<file path="src/rtl/top_k_selector.sv">
// top_k_selector: keeps the K largest unsigned values of a batch sorted, emits them largest-first on tlast.
// Optional TOP_K_BATCH_COUNT_EN adds batch_count/batch_count_valid outputs.
module top_k_selector #(
    parameter int K    = 8,
    parameter int LANE = 0
) (
    input  logic        clk,
    input  logic        rst,
    input  logic [32:0] s_tdata,
    input  logic        s_tvalid,
    output logic        s_tready,
    input  logic [15:0] enable,
    output logic [32:0] m_tdata,
    output logic        m_tvalid,
    input  logic        m_tready
`ifdef TOP_K_BATCH_COUNT_EN
    ,
    output logic [31:0] batch_count,
    output logic        batch_count_valid
`endif
);
    localparam int CW = $clog2(K + 1);
    localparam int KW = $clog2(K);

    typedef enum logic {COLLECT, EMIT} state_t;

    state_t        state_q, state_d;
    logic [CW-1:0] count_q, count_d, pos;
    logic [KW-1:0] idx_q, idx_d, nidx;
    logic [31:0]   slot_q [K];
    logic [31:0]   slot_d [K];
    logic          s_tready_q, s_tready_d;
    logic          m_tvalid_q, m_tvalid_d;
    logic [32:0]   m_tdata_q, m_tdata_d;
    logic          acc, ins, emit_last;
    logic [31:0]   v;

    assign v = s_tdata[31:0];

    // First occupied slot strictly smaller than v; equal values stay ahead of the newcomer.
    always_comb begin
        pos = count_q;
        for (int i = K - 1; i >= 0; i--)
            if (CW'(i) < count_q && slot_q[i] < v) pos = CW'(i);
    end

    always_comb begin
        state_d    = state_q;
        count_d    = count_q;
        idx_d      = idx_q;
        slot_d     = slot_q;
        s_tready_d = s_tready_q;
        m_tvalid_d = m_tvalid_q;
        m_tdata_d  = m_tdata_q;
        acc        = s_tvalid & s_tready_q;
        ins        = acc && enable[LANE] && pos < CW'(K);
        nidx       = idx_q + KW'(1);
        emit_last  = CW'(idx_q) == count_q - CW'(1);
        if (state_q == COLLECT) begin
            s_tready_d = 1'b1;
            if (ins) begin
                for (int i = 1; i < K; i++)
                    if (CW'(i) > pos) slot_d[i] = slot_q[i-1];
                for (int i = 0; i < K; i++)
                    if (CW'(i) == pos) slot_d[i] = v;
                count_d = (count_q == CW'(K)) ? count_q : count_q + CW'(1);
            end
            if (acc && s_tdata[32] && count_d != '0) begin
                state_d    = EMIT;
                idx_d      = '0;
                s_tready_d = 1'b0;
                m_tvalid_d = 1'b1;
                m_tdata_d  = {count_d == CW'(1), slot_d[0]};
            end
        end else if (m_tready) begin
            if (emit_last) begin
                state_d    = COLLECT;
                count_d    = '0;
                idx_d      = '0;
                slot_d     = '{default: '0};
                s_tready_d = 1'b1;
                m_tvalid_d = 1'b0;
                m_tdata_d  = '0;
            end else begin
                idx_d     = nidx;
                m_tdata_d = {CW'(nidx) == count_q - CW'(1), slot_q[nidx]};
            end
        end
    end

    always_ff @(posedge clk or negedge rst) begin
        if (!rst) begin
            state_q    <= COLLECT;
            count_q    <= '0;
            idx_q      <= '0;
            slot_q     <= '{default: '0};
            s_tready_q <= 1'b0;
            m_tvalid_q <= 1'b0;
            m_tdata_q  <= '0;
        end else begin
            state_q    <= state_d;
            count_q    <= count_d;
            idx_q      <= idx_d;
            slot_q     <= slot_d;
            s_tready_q <= s_tready_d;
            m_tvalid_q <= m_tvalid_d;
            m_tdata_q  <= m_tdata_d;
        end
    end

    assign s_tready = s_tready_q;
    assign m_tvalid = m_tvalid_q;
    assign m_tdata  = m_tdata_q;

`ifdef TOP_K_BATCH_COUNT_EN
    logic [31:0] bc_q, bc_d;
    logic        bcv_q, bcv_d;

    // Counts every enabled beat, independent of how many fit in the K slots.
    always_comb begin
        bc_d  = bc_q;
        bcv_d = 1'b0;
        if (state_q == COLLECT) begin
            if (acc && enable[LANE]) bc_d = (&bc_q) ? bc_q : bc_q + 32'd1;
            if (state_d == EMIT) bcv_d = 1'b1;
            if (acc && s_tdata[32] && state_d == COLLECT) bc_d = '0;
        end else if (state_d == COLLECT) begin
            bc_d = '0;
        end
    end

    always_ff @(posedge clk or negedge rst) begin
        if (!rst) begin
            bc_q  <= '0;
            bcv_q <= 1'b0;
        end else begin
            bc_q  <= bc_d;
            bcv_q <= bcv_d;
        end
    end

    assign batch_count       = bc_q;
    assign batch_count_valid = bcv_q;
`endif
endmodule
</file>
<file path="config.mk">
export PLATFORM = sky130hd
export DESIGN_NAME = top_k_selector
export DESIGN_NICKNAME = d
export VERILOG_FILES = /design/src/rtl/top_k_selector.sv
export SDC_FILE = /design/constraint.sdc
export NUM_CORES = 1
export LEC_CHECK = 0
export BUFFER_PORTS_ARGS = -buffer_cell sky130_fd_sc_hd__buf_2
export CORE_MARGIN = 5
export CORE_UTILIZATION = 65
export DETAILED_ROUTE_END_ITERATION = 10
export HOLD_SLACK_MARGIN = 0.08
export PLACE_DENSITY_LB_ADDON = 0.12
export SLEW_MARGIN = 20
export SYNTH_ARGS = -nofsm -noshare
export SYNTH_HDL_FRONTEND = slang
export SYNTH_SLANG_ARGS = --single-unit
</file>
<file path="constraint.sdc">
create_clock -name clk -period 8.5 [get_ports clk]
set_clock_uncertainty 0.05 [all_clocks]
set_input_delay 2.125 -clock clk [delete_from_list [all_inputs] [get_ports clk]]
set_output_delay 2.125 -clock clk [all_outputs]
set_load 0.01 [all_outputs]
</file>
Yosys cells after proc, flatten, opt, wreduce, memory -nomap -nowiden
Index checks and enable logic that the tools add are counted.
- register bits after elaboration: 299
- logic and storage cells: 146
- input port bits: 53
- add/subtract/negate cells: 3
- reduce and logical (&&, ||, !) cells: 33
- order comparisons: 25
- mux-type cells: 56
- equal/unequal tests: 13
- bitwise logic cells: 2
- operators by type and width (kind ; count):
    $mux 256 ; 4
    $mux 32 ; 17
    $lt 32x32->1 ; 8
    $mux 33 ; 4
    $bmux 32 s3 ; 1
    $mux 4 ; 14
    $reduce_and 4->1 ; 7
    $reduce_bool 3->1 ; 7
    $eq 3x4->1 const A ; 4
    $gt 3x4->1 const A ; 4
    $lt 3x4->1 const A ; 4
    $logic_and 1x1->1 ; 12
    $mux 1 ; 12
    $mux 3 ; 4
    $eq 2x4->1 const A ; 2
    $eq 3x4->1 ; 2
    $gt 2x4->1 const A ; 2
    $lt 1x4->1 const A ; 2
    $lt 2x4->1 const A ; 2
    $add 4x1->4 const B ; 1
    $eq 1x4->1 const A ; 1
    $eq 4x1->1 const B ; 1
    $eq 4x4->1 const B ; 1
    $ge 4x4->1 const B ; 1
    13 further kinds ; 15

Depth between registers and ports, before layout
Gate-level depths: netlist (run 1).
- word-level depth: 18
- mapped depth: 16
- depth with buffers taken out: 12

Least setup slack after synthesis (run 1)
No wires, ideal clock.
- path kind: in2reg
- start: input s_tdata[30]
- end: register m_tdata_q[10], in the netlist m_tdata[10]
- path slack: 2.707 ns
- required time: 8.325 ns
- data arrival time: 5.618 ns
- stages: 15
- path through: clkbuf_1 inv_1 ha_1 nand4_1 nor4_1 a221oi_1 o211ai_1 a31oi_1 or4_1 buf_2 o311ai_4 a221oi_4 nor3_4 buf_6 mux2_4
- longest elaborated chain between the ends: 18
- elaborated cells between the ends (all ways): 37
- ends and longest elaborated chain (item ; RTL line ; RTL):
    start, declared ; 9 ; input logic [32:0] s_tdata,
    $lt 32x32->1 ; 44 ; if (CW'(i) < count_q && slot_q[i] < v) pos = CW'(i);
    $logic_and 1x1->1 ; 44 ;
    $mux 4 (7 in a row) ; 44 ;
    $mux 4 (*) ; 44 ;
    $lt 4x4->1 ; 56 ; ins = acc && enable[LANE] && pos < CW'(K);
    $logic_and 1x1->1 ; 56 ;
    $mux 4 ; 61 ; if (ins) begin
    $mux 4 ; 59 ; if (state_q == COLLECT) begin
    $reduce_bool 4->1 ; 68 ; if (acc && s_tdata[32] && count_d != '0) begin
    $logic_and 1x1->1 ; 68 ;
    $reduce_bool 2->1 (no line) ; n/a ;
    $reduce_and 2->1 (no line) ; n/a ;
    end signal, assigned ; 107 ; m_tdata_q <= m_tdata_d;
    end, declared ; 34 ; logic [32:0] m_tdata_q, m_tdata_d;
Mark *: on every way between the ends. The rest lies on a longest branch, timed or not. The select of a mux whose other input is x is not followed.
A chain may end at the register's enable or synchronous reset.

Worst setup path in the final report (run 1)
- start: input s_tdata[31]
- end: register slot_q[11] in the netlist's numbering
- longest elaborated chain between the ends: 14
- elaborated cells between the ends (all ways): 34
- ends and longest elaborated chain (item ; RTL line ; RTL):
    $lt 32x32->1 ; 44 ;
    $logic_and 1x1->1 ; 44 ;
    $mux 4 (7 in a row) ; 44 ;
    $mux 4 (*) ; 44 ;
    $lt 4x4->1 or $eq 3x4->1 (tied branches) ; 56, 65 ;
    $logic_and 1x1->1 or $mux 32 (tied branches) ; 56, 65 ;
    $reduce_bool 2->1 (no line) or $mux 256 (tied branches) ; n/a ;
    $reduce_and 4->1 (no line) or $mux 256 (tied branches) ; n/a ;
    end signal, assigned ; 104 ; slot_q <= slot_d;
    end, declared ; 30 ; logic [31:0] slot_q [K];
Marked as above.

==> results of run 1 <==
stage by stage:
stage	instances	cell area, sq um
2_1_floorplan	2229	22200
3_3_place_gp	2627	23000
3_5_place_dp	2627	23000
4_1_cts	2688	24200
5_1_grt	2688	24200
6_report	2689	24200
synthesized netlist by cell type (33+ instances only):
cell type | n | area (sq um)
nand2_1 | 327 | 1230
dfrtp_1 | 299 | 7480
ha_1 | 253 | 3170
o21ai_0 | 189 | 946
mux2i_1 | 159 | 1590
a21oi_1 | 152 | 761
clkbuf_1 | 113 | 424
o221ai_1 | 66 | 578
o2bb2ai_1 | 65 | 569
mux4_2 | 64 | 1440
nand3_1 | 55 | 275
mux2_2 | 44 | 495
inv_1 | 40 | 150
nor2_1 | 36 | 135
a221o_1 | 35 | 350
buf_2 | 33 | 165
critical path, stage by stage:
cell       delay (ps)
buf_2             200
inv_1             210
ha_1              420
and4_1            250
nand3_1           230
or3_1             470
a31oi_1           450
nor2_1             80
a211oi_1          660
o31a_1            850
o2111ai_4         800
buf_4             510
mux2i_1           190
o21ai_0           100
final cells by class:
type                       instances  area (sq um)
inverter                          40           150
fill                            2520          9450
multi-input combinational       1718         14000
antenna                            1          2.50
timing repair buffer             122           771
clock inverter                     5           103
clock buffer                      56          1080
tap                              448           561
sequential                       299          7490
kinds of logic (layout without fill, tap and decap cells):
kind of cell / after synthesis / after routing / share of synthesized area
DFF: 299 / 299 / 0.337
xor gates and xnor gates: 9 / 9 / 0.00355
adders and majority gates: 253 / 253 / 0.143
muxes: 289 / 289 / 0.173
other: 0 / 1 / 0
and+or+nand+nor: 522 / 522 / 0.106
AOI/OAI and AO/OA: 645 / 645 / 0.196
buffers and inverters: 212 / 223 / 0.0414
flip-flops by register name, indices dropped and copies added, names as in the netlist:
signal	cells
count_q	4
idx_q	3
m_tdata	33
m_tvalid	1
s_tready	1
slot_q	256
state_q	1
metal layers:
metal / part of all wire / routed length, microns / up-vias / GRT usage
met5: 0.00026 / 20 / - / 0
met4: 0.066 / 5140 / 2 / 0.235
met3: 0.099 / 7660 / 322 / 0.0873
met2: 0.45 / 34600 / 1295 / 0.618
met1: 0.39 / 30300 / 9852 / 0.527
li1: - / - / 8449 / -
path summary, 6_finish.rpt:
path / to / slack, ps / cells after the start
min: m_tdata[3]$_DFFE_PN0P_ / 450 / 1
min reg2reg: m_tdata[3]$_DFFE_PN0P_ / 450 / 1
max in group asynchronous: slot_q[192]$_DFFE_PN0P_ / 5290 / 2
max reg2reg: slot_q[11]$_DFFE_PN0P_ / 2870 / 12
max: slot_q[11]$_DFFE_PN0P_ / 1270 / 14
min in group asynchronous: slot_q[170]$_DFFE_PN0P_ / 1550 / 1
power by group through the flow:
stage          clock network [mW]  registers [mW]  logic [mW]
6_report                     1.59            2.36        3.96
5_1_grt                      1.66            2.39        4.22
4_1_cts                      1.59            2.32        3.87
3_5_place_dp                    0            2.34        3.84
3_3_place_gp                    0            2.33        3.73
2_1_floorplan                   0            2.14        2.68
==> results by group, run 1 <==
Outcome
  • Status: finished, final reports clean

Setup path
  • Launch point of the worst reg-to-reg path: slot_q[63]$_DFFE_PN0P_
  • Critical Path RT: 8840 ps
  • Startpoint types: primary input
  • CP startpoint: s_tdata[31]
  • Worst setup EP type: flop
  • CP max FO: 19
  • Critical path class: primary input to flop
  • WP data arrival: 7570 ps

CTS
  • Post-CTS Repair Setup Buffers: 0
  • Clock buffer depth: 3
  • CTS Hold Bufs: 0
  • H-tree depth: 2
  • CTS tree: done
  • Post-CTS Resized: 0
  • Num CTS Buffers: 35
  • Clock-pin transition on the worst setup and hold timing paths: 60 ps
  • Clock Root Buffer: clkbuf_16
  • Clk_lat worst skew: 560 ps
  • # clock sinks: 299

Pwr
  • VDD IR max: 0.282 mV
  • Clock power share: 0.201
  • Internal: 4.36 mW
  • Final Power: 7.91 mW
  • P per Cell Area: 327 mW/mm^2
  • Leakage: 11.1 nW
  • Net Sw Frac: 0.449
  • Combinational power share: 0.501
  • Share of power burned in registers: 0.298
  • Switching pwr: 3.55 mW

STA
  • Setup TNS: 0 ps
  • Final hold slack: 452 ps
  • Crit share post-route: 0.850
  • Max-slew violation count: 0
  • Final WS setup: 1270 ps
  • RSZ-0062 raised after global routing: false
  • Worst Tran Pin Value: 1190 ps
  • Final Hold Violating Endpoints: 0
  • Final setup fails: 0
  • Max Freq: 138 MHz
  • Final worst path period need: 7230 ps
  • Worst relative slew slack: 0.202

Yosys
  • Area of the mapped netlist: 0.0222 sq mm
  • Syn Inst Count: 2229
  • Yosys cell types: 80
  • Async SR Flop Fraction: 1.00
  • Syn_nets: 2535
  • Post-synth EDFFs: 0
  • Seq cells post-synth: 299
  • Synthesis Warnings: 0
  • Post-synthesis sequential area ratio: 0.337
  • Avg Synthesized Cell Area: 9.96 sq um
  • Ys flop type: dfrtp_1

Routing
  • Final wirelength: 77.7 mm
  • Drt initial violations: 2613
  • WL/cell: 28.9 microns
  • DR vias/cell: 7.41
  • Drt drc: 0
  • Routed vias: 19900
  • Routed Antenna Nets: 0
  • DR pass1 iterations: 5

Global route
  • Largest net degree at the start of global routing: 128
  • First-pass GRT wire length: 119 mm
  • Initial antenna violation count: 2
  • Gr ovfl total: 0
  • GRT Util Overall: 0.402
  • Vias in the first global route: 20100

Min path
  • Hold_sp: m_tdata[3]$_DFFE_PN0P_
  • HP Class: flop to flop

Job
  • Max Cap Viol: 0

Final layout
  • Commonest non-fill, non-tap cell in the layout: nand2_1
  • Post-layout util: 0.719
  • Area grow syn2layout: 8.82%
  • Commonest cells after routing, fill and taps aside: nand2_1 (326), dfrtp_1 (297), ha_1 (252), o21ai_0 (189), mux2i_1 (159)
  • Layout Nets: 2522
  • Layout cells sized above 1: 0.154

Floorplan
  • Initial cell density of the core: 0.661
  • IO Pins: 88
  • Core footprint: 0.0336 sq mm
  • Die area: 0.0380 sq mm
  • Die W: 195 microns
  • Row cnt: 67
  • Die Y: 195 microns

Placement
  • Gpl congestion: 0.965
  • Post-DP HPWL: 51.0 mm
  • Port Buffers: 72
  • Place WS: 935 ps
No activity file was read; power rests on OpenSTA's default activity.
==> run 2, diff against run 1 <==
--- a/config.mk
+++ b/config.mk
@@ -10,7 +10,7 @@
 export CORE_UTILIZATION = 65
 export DETAILED_ROUTE_END_ITERATION = 10
 export HOLD_SLACK_MARGIN = 0.08
-export PLACE_DENSITY_LB_ADDON = 0.12
+export PLACE_DENSITY = 0.9
 export SLEW_MARGIN = 20
 export SYNTH_ARGS = -nofsm -noshare
 export SYNTH_HDL_FRONTEND = slang
==> run 2 against run 1 <==
Net effect:
- total power fell by 0.90%
- highest routed layer is now met4
- critical path depth did not move
- via count rose by 1.0%
- cell count fell by 0.11%
==> results by group, run 2 (synthesis results as in run 1) <==
Final layout
  • Post-layout util: 0.716 (-0.00279)
  • Post-route cell area: 0.0241 sq mm (-0.39%)
  • Ant diodes: 0 (-1)
  • Commonest cells after routing, fill and taps aside: nand2_1 (327), dfrtp_1 (297), ha_1 (252), o21ai_0 (189), mux2i_1 (159)
  • Number of flip-flops in the largest register: 256 (unchanged)
  • Layout cells sized above 1: 0.153 (-0.000756)
  • Commonest non-fill, non-tap cell in the layout: nand2_1
  • Filler Cell Count: 2388 (-5.2%)
  • Biggest register: slot_q
  • Layout Nets: 2520 (-0.079%)
  • Area grow syn2layout: 8.40%

STA
  • Worst relative slew slack: 0.203 (+0.00117)
  • RSZ-0062 raised after global routing: false
  • Setup TNS: 0 ps (unchanged)
  • Max-slew violation count: 0 (unchanged)
  • Final Hold Violating Endpoints: 0 (unchanged)
  • Worst Tran Pin Value: 1200 ps (+4.11 ps)
  • Crit share post-route: 0.830 (-0.0206)
  • Final hold slack: 441 ps (-11.7 ps)
  • Final worst path period need: 7050 ps (-175 ps)
  • Final setup fails: 0 (unchanged)
  • Max Freq: 142 MHz (+2.5%)

Setup path
  • CP max stage delay: 740 ps (-110 ps)
  • Startpoint types: primary input
  • CP top delay family: compound AO/OA/AOI/OAI gates
  • Buffers & Inverters on Critical Path: 3 (unchanged)
  • Crit path cell chain: buf_2, inv_1, ha_1, and4_1, nand3_1, or3_1, a31oi_1, nor2_1, a211oi_1, o31a_1, nand2_1, a21boi_4, buf_4, o2bb2ai_1
  • Critical Path Slowest Stage Cell: nand2_1
  • Worst setup EP type: flop
  • CP max FO: 32 (+13)
  • Critical path class: primary input to flop
  • Critical Path RT: 8910 ps (+70 ps)
  • WP data arrival: 7460 ps (-110 ps)

Job
  • Max Cap Viol: 0 (unchanged)

Global route
  • Met2 usage: 0.600 (-0.0187)
  • GRT Util Overall: 0.387 (-0.0146)
  • M3 GR Usage: 0.112 (+0.0249)
  • Gr ovfl total: 0 (unchanged)
  • Initial antenna violation count: 0 (-2)
  • Largest net degree at the start of global routing: 140 (+9.4%)
  • Met1 Usage GRT: 0.473 (-0.0532)
  • First-pass GRT wire length: 116 mm (-2.2%)
  • Vias in the first global route: 20700 (+3.2%)
  • Busiest grt layer: met2

CTS
  • CTS Hold Bufs: 0 (unchanged)
  • H-tree depth: 2 (unchanged)
  • Num CTS Buffers: 36 (+2.9%)
  • Clock-pin transition on the worst setup and hold timing paths: 50 ps (about the same)
  • CTS tree: done
  • Clk_lat worst skew: 570 ps (about the same)
  • Clock buffer depth: 3 (unchanged)
  • Post-CTS Resized: 0 (unchanged)
  • Clock Root Buffer: clkbuf_16
  • Post-CTS Repair Setup Buffers: 0 (unchanged)
  • # clock sinks: 299 (unchanged)

Placement
  • Gpl congestion: 0.990 (+2.6%)
  • Post-DP HPWL: 48.8 mm (-4.3%)
  • Area after detailed placement: 0.0230 sq mm (-0.10%)
  • Port Buffers: 72 (unchanged)

Floorplan
  • Initial cell density of the core: 0.661 (unchanged)
  • Die Y: 195 microns (unchanged)
  • Die area: 0.0380 sq mm (unchanged)
  • Row cnt: 67 (unchanged)
  • IO Pins: 88 (unchanged)
  • Die W: 195 microns (unchanged)
  • Core footprint: 0.0336 sq mm (unchanged)

Routing
  • Drt initial violations: 2517 (-3.7%)
  • Routed vias: 20100 (+1.0%)
  • DR vias/cell: 7.49 (+1.1%)
  • Routed Antenna Nets: 0 (unchanged)
  • Final wirelength: 75.1 mm (-3.5%)
  • WL/cell: 27.9 microns (-3.3%)
  • DR pass1 iterations: 6 (+1)
  • Drt drc: 0 (unchanged)

Pwr
  • VDD IR max: 0.271 mV (-4.1%)
  • Leakage: 11.1 nW (-0.46%)
  • P per Cell Area: 326 mW/mm^2 (-0.52%)

Outcome
  • Status: finished, final reports clean

Min path
  • HP Class: flop to flop
run 2: cell types whose count changed in the layout (fill, tap and decap cells not counted), moves of 2 or more:
cell / delta
clkinv_2: +5
buf_4: -4
clkbuf_8: -4
bufinv_16: -2
clkbuf_1: -2
inv_6: +3
run 2: final cells by class:
cell class / instances / area [sq um] / area share
Clock buffer: 50 / 1010 / 0.0422
Multi-Input combinational cell: 1718 / 14000 / 0.581
Timing Repair Buffer: 119 / 768 / 0.0319
Tap cell: 448 / 561 / 0.0233
Sequential cell: 299 / 7490 / 0.311
Clock inverter: 12 / 103 / 0.00426
Inverter: 40 / 150 / 0.00624
run 2: worst paths after layout:
| check | from | end | slack [ps] | depth (start not counted) |
|---|---|---|---|---|
| max reg2reg | slot_q[60]$_DFFE_PN0P_ | slot_q[189]$_DFFE_PN0P_ | 3110 | 12 |
| max in group asynchronous | rst | state_q$_DFF_PN0_ | 5310 | 2 |
| min | m_tvalid$_DFFE_PN0P_ | m_tvalid$_DFFE_PN0P_ | 440 | 1 |
| min in group asynchronous | rst | m_tdata[11]$_DFFE_PN0P_ | 1520 | 1 |
| min reg2reg | m_tvalid$_DFFE_PN0P_ | m_tvalid$_DFFE_PN0P_ | 440 | 1 |
| max | s_tdata[29] | slot_q[189]$_DFFE_PN0P_ | 1450 | 14 |
run 2: power breakdown:
part	switching [mW]	internal [mW]	total, mW	leakage [nW]
combinational	2.40	1.60	4.00	6.51
sequential	0.502	1.81	2.31	4.00
clock	0.656	0.867	1.52	0.551
total	3.56	4.28	7.84	11.1
run 2: routing by layer:
metal	share of wire	up-vias
met3	0.13	381
met4	0.072	0
li1	-	8420
met5	0	-
met2	0.45	1582
met1	0.35	9738
run 2: metrics by stage:
stage               power, mW  std cells  setup slack [ps]
finish                   7.84       2686              1450
detailed placement       6.17       2624              1070
global route             8.19       2686              1300
floorplan                4.82       2229              2710
CTS                      7.69       2686              1630
global placement         5.96       2623              1170
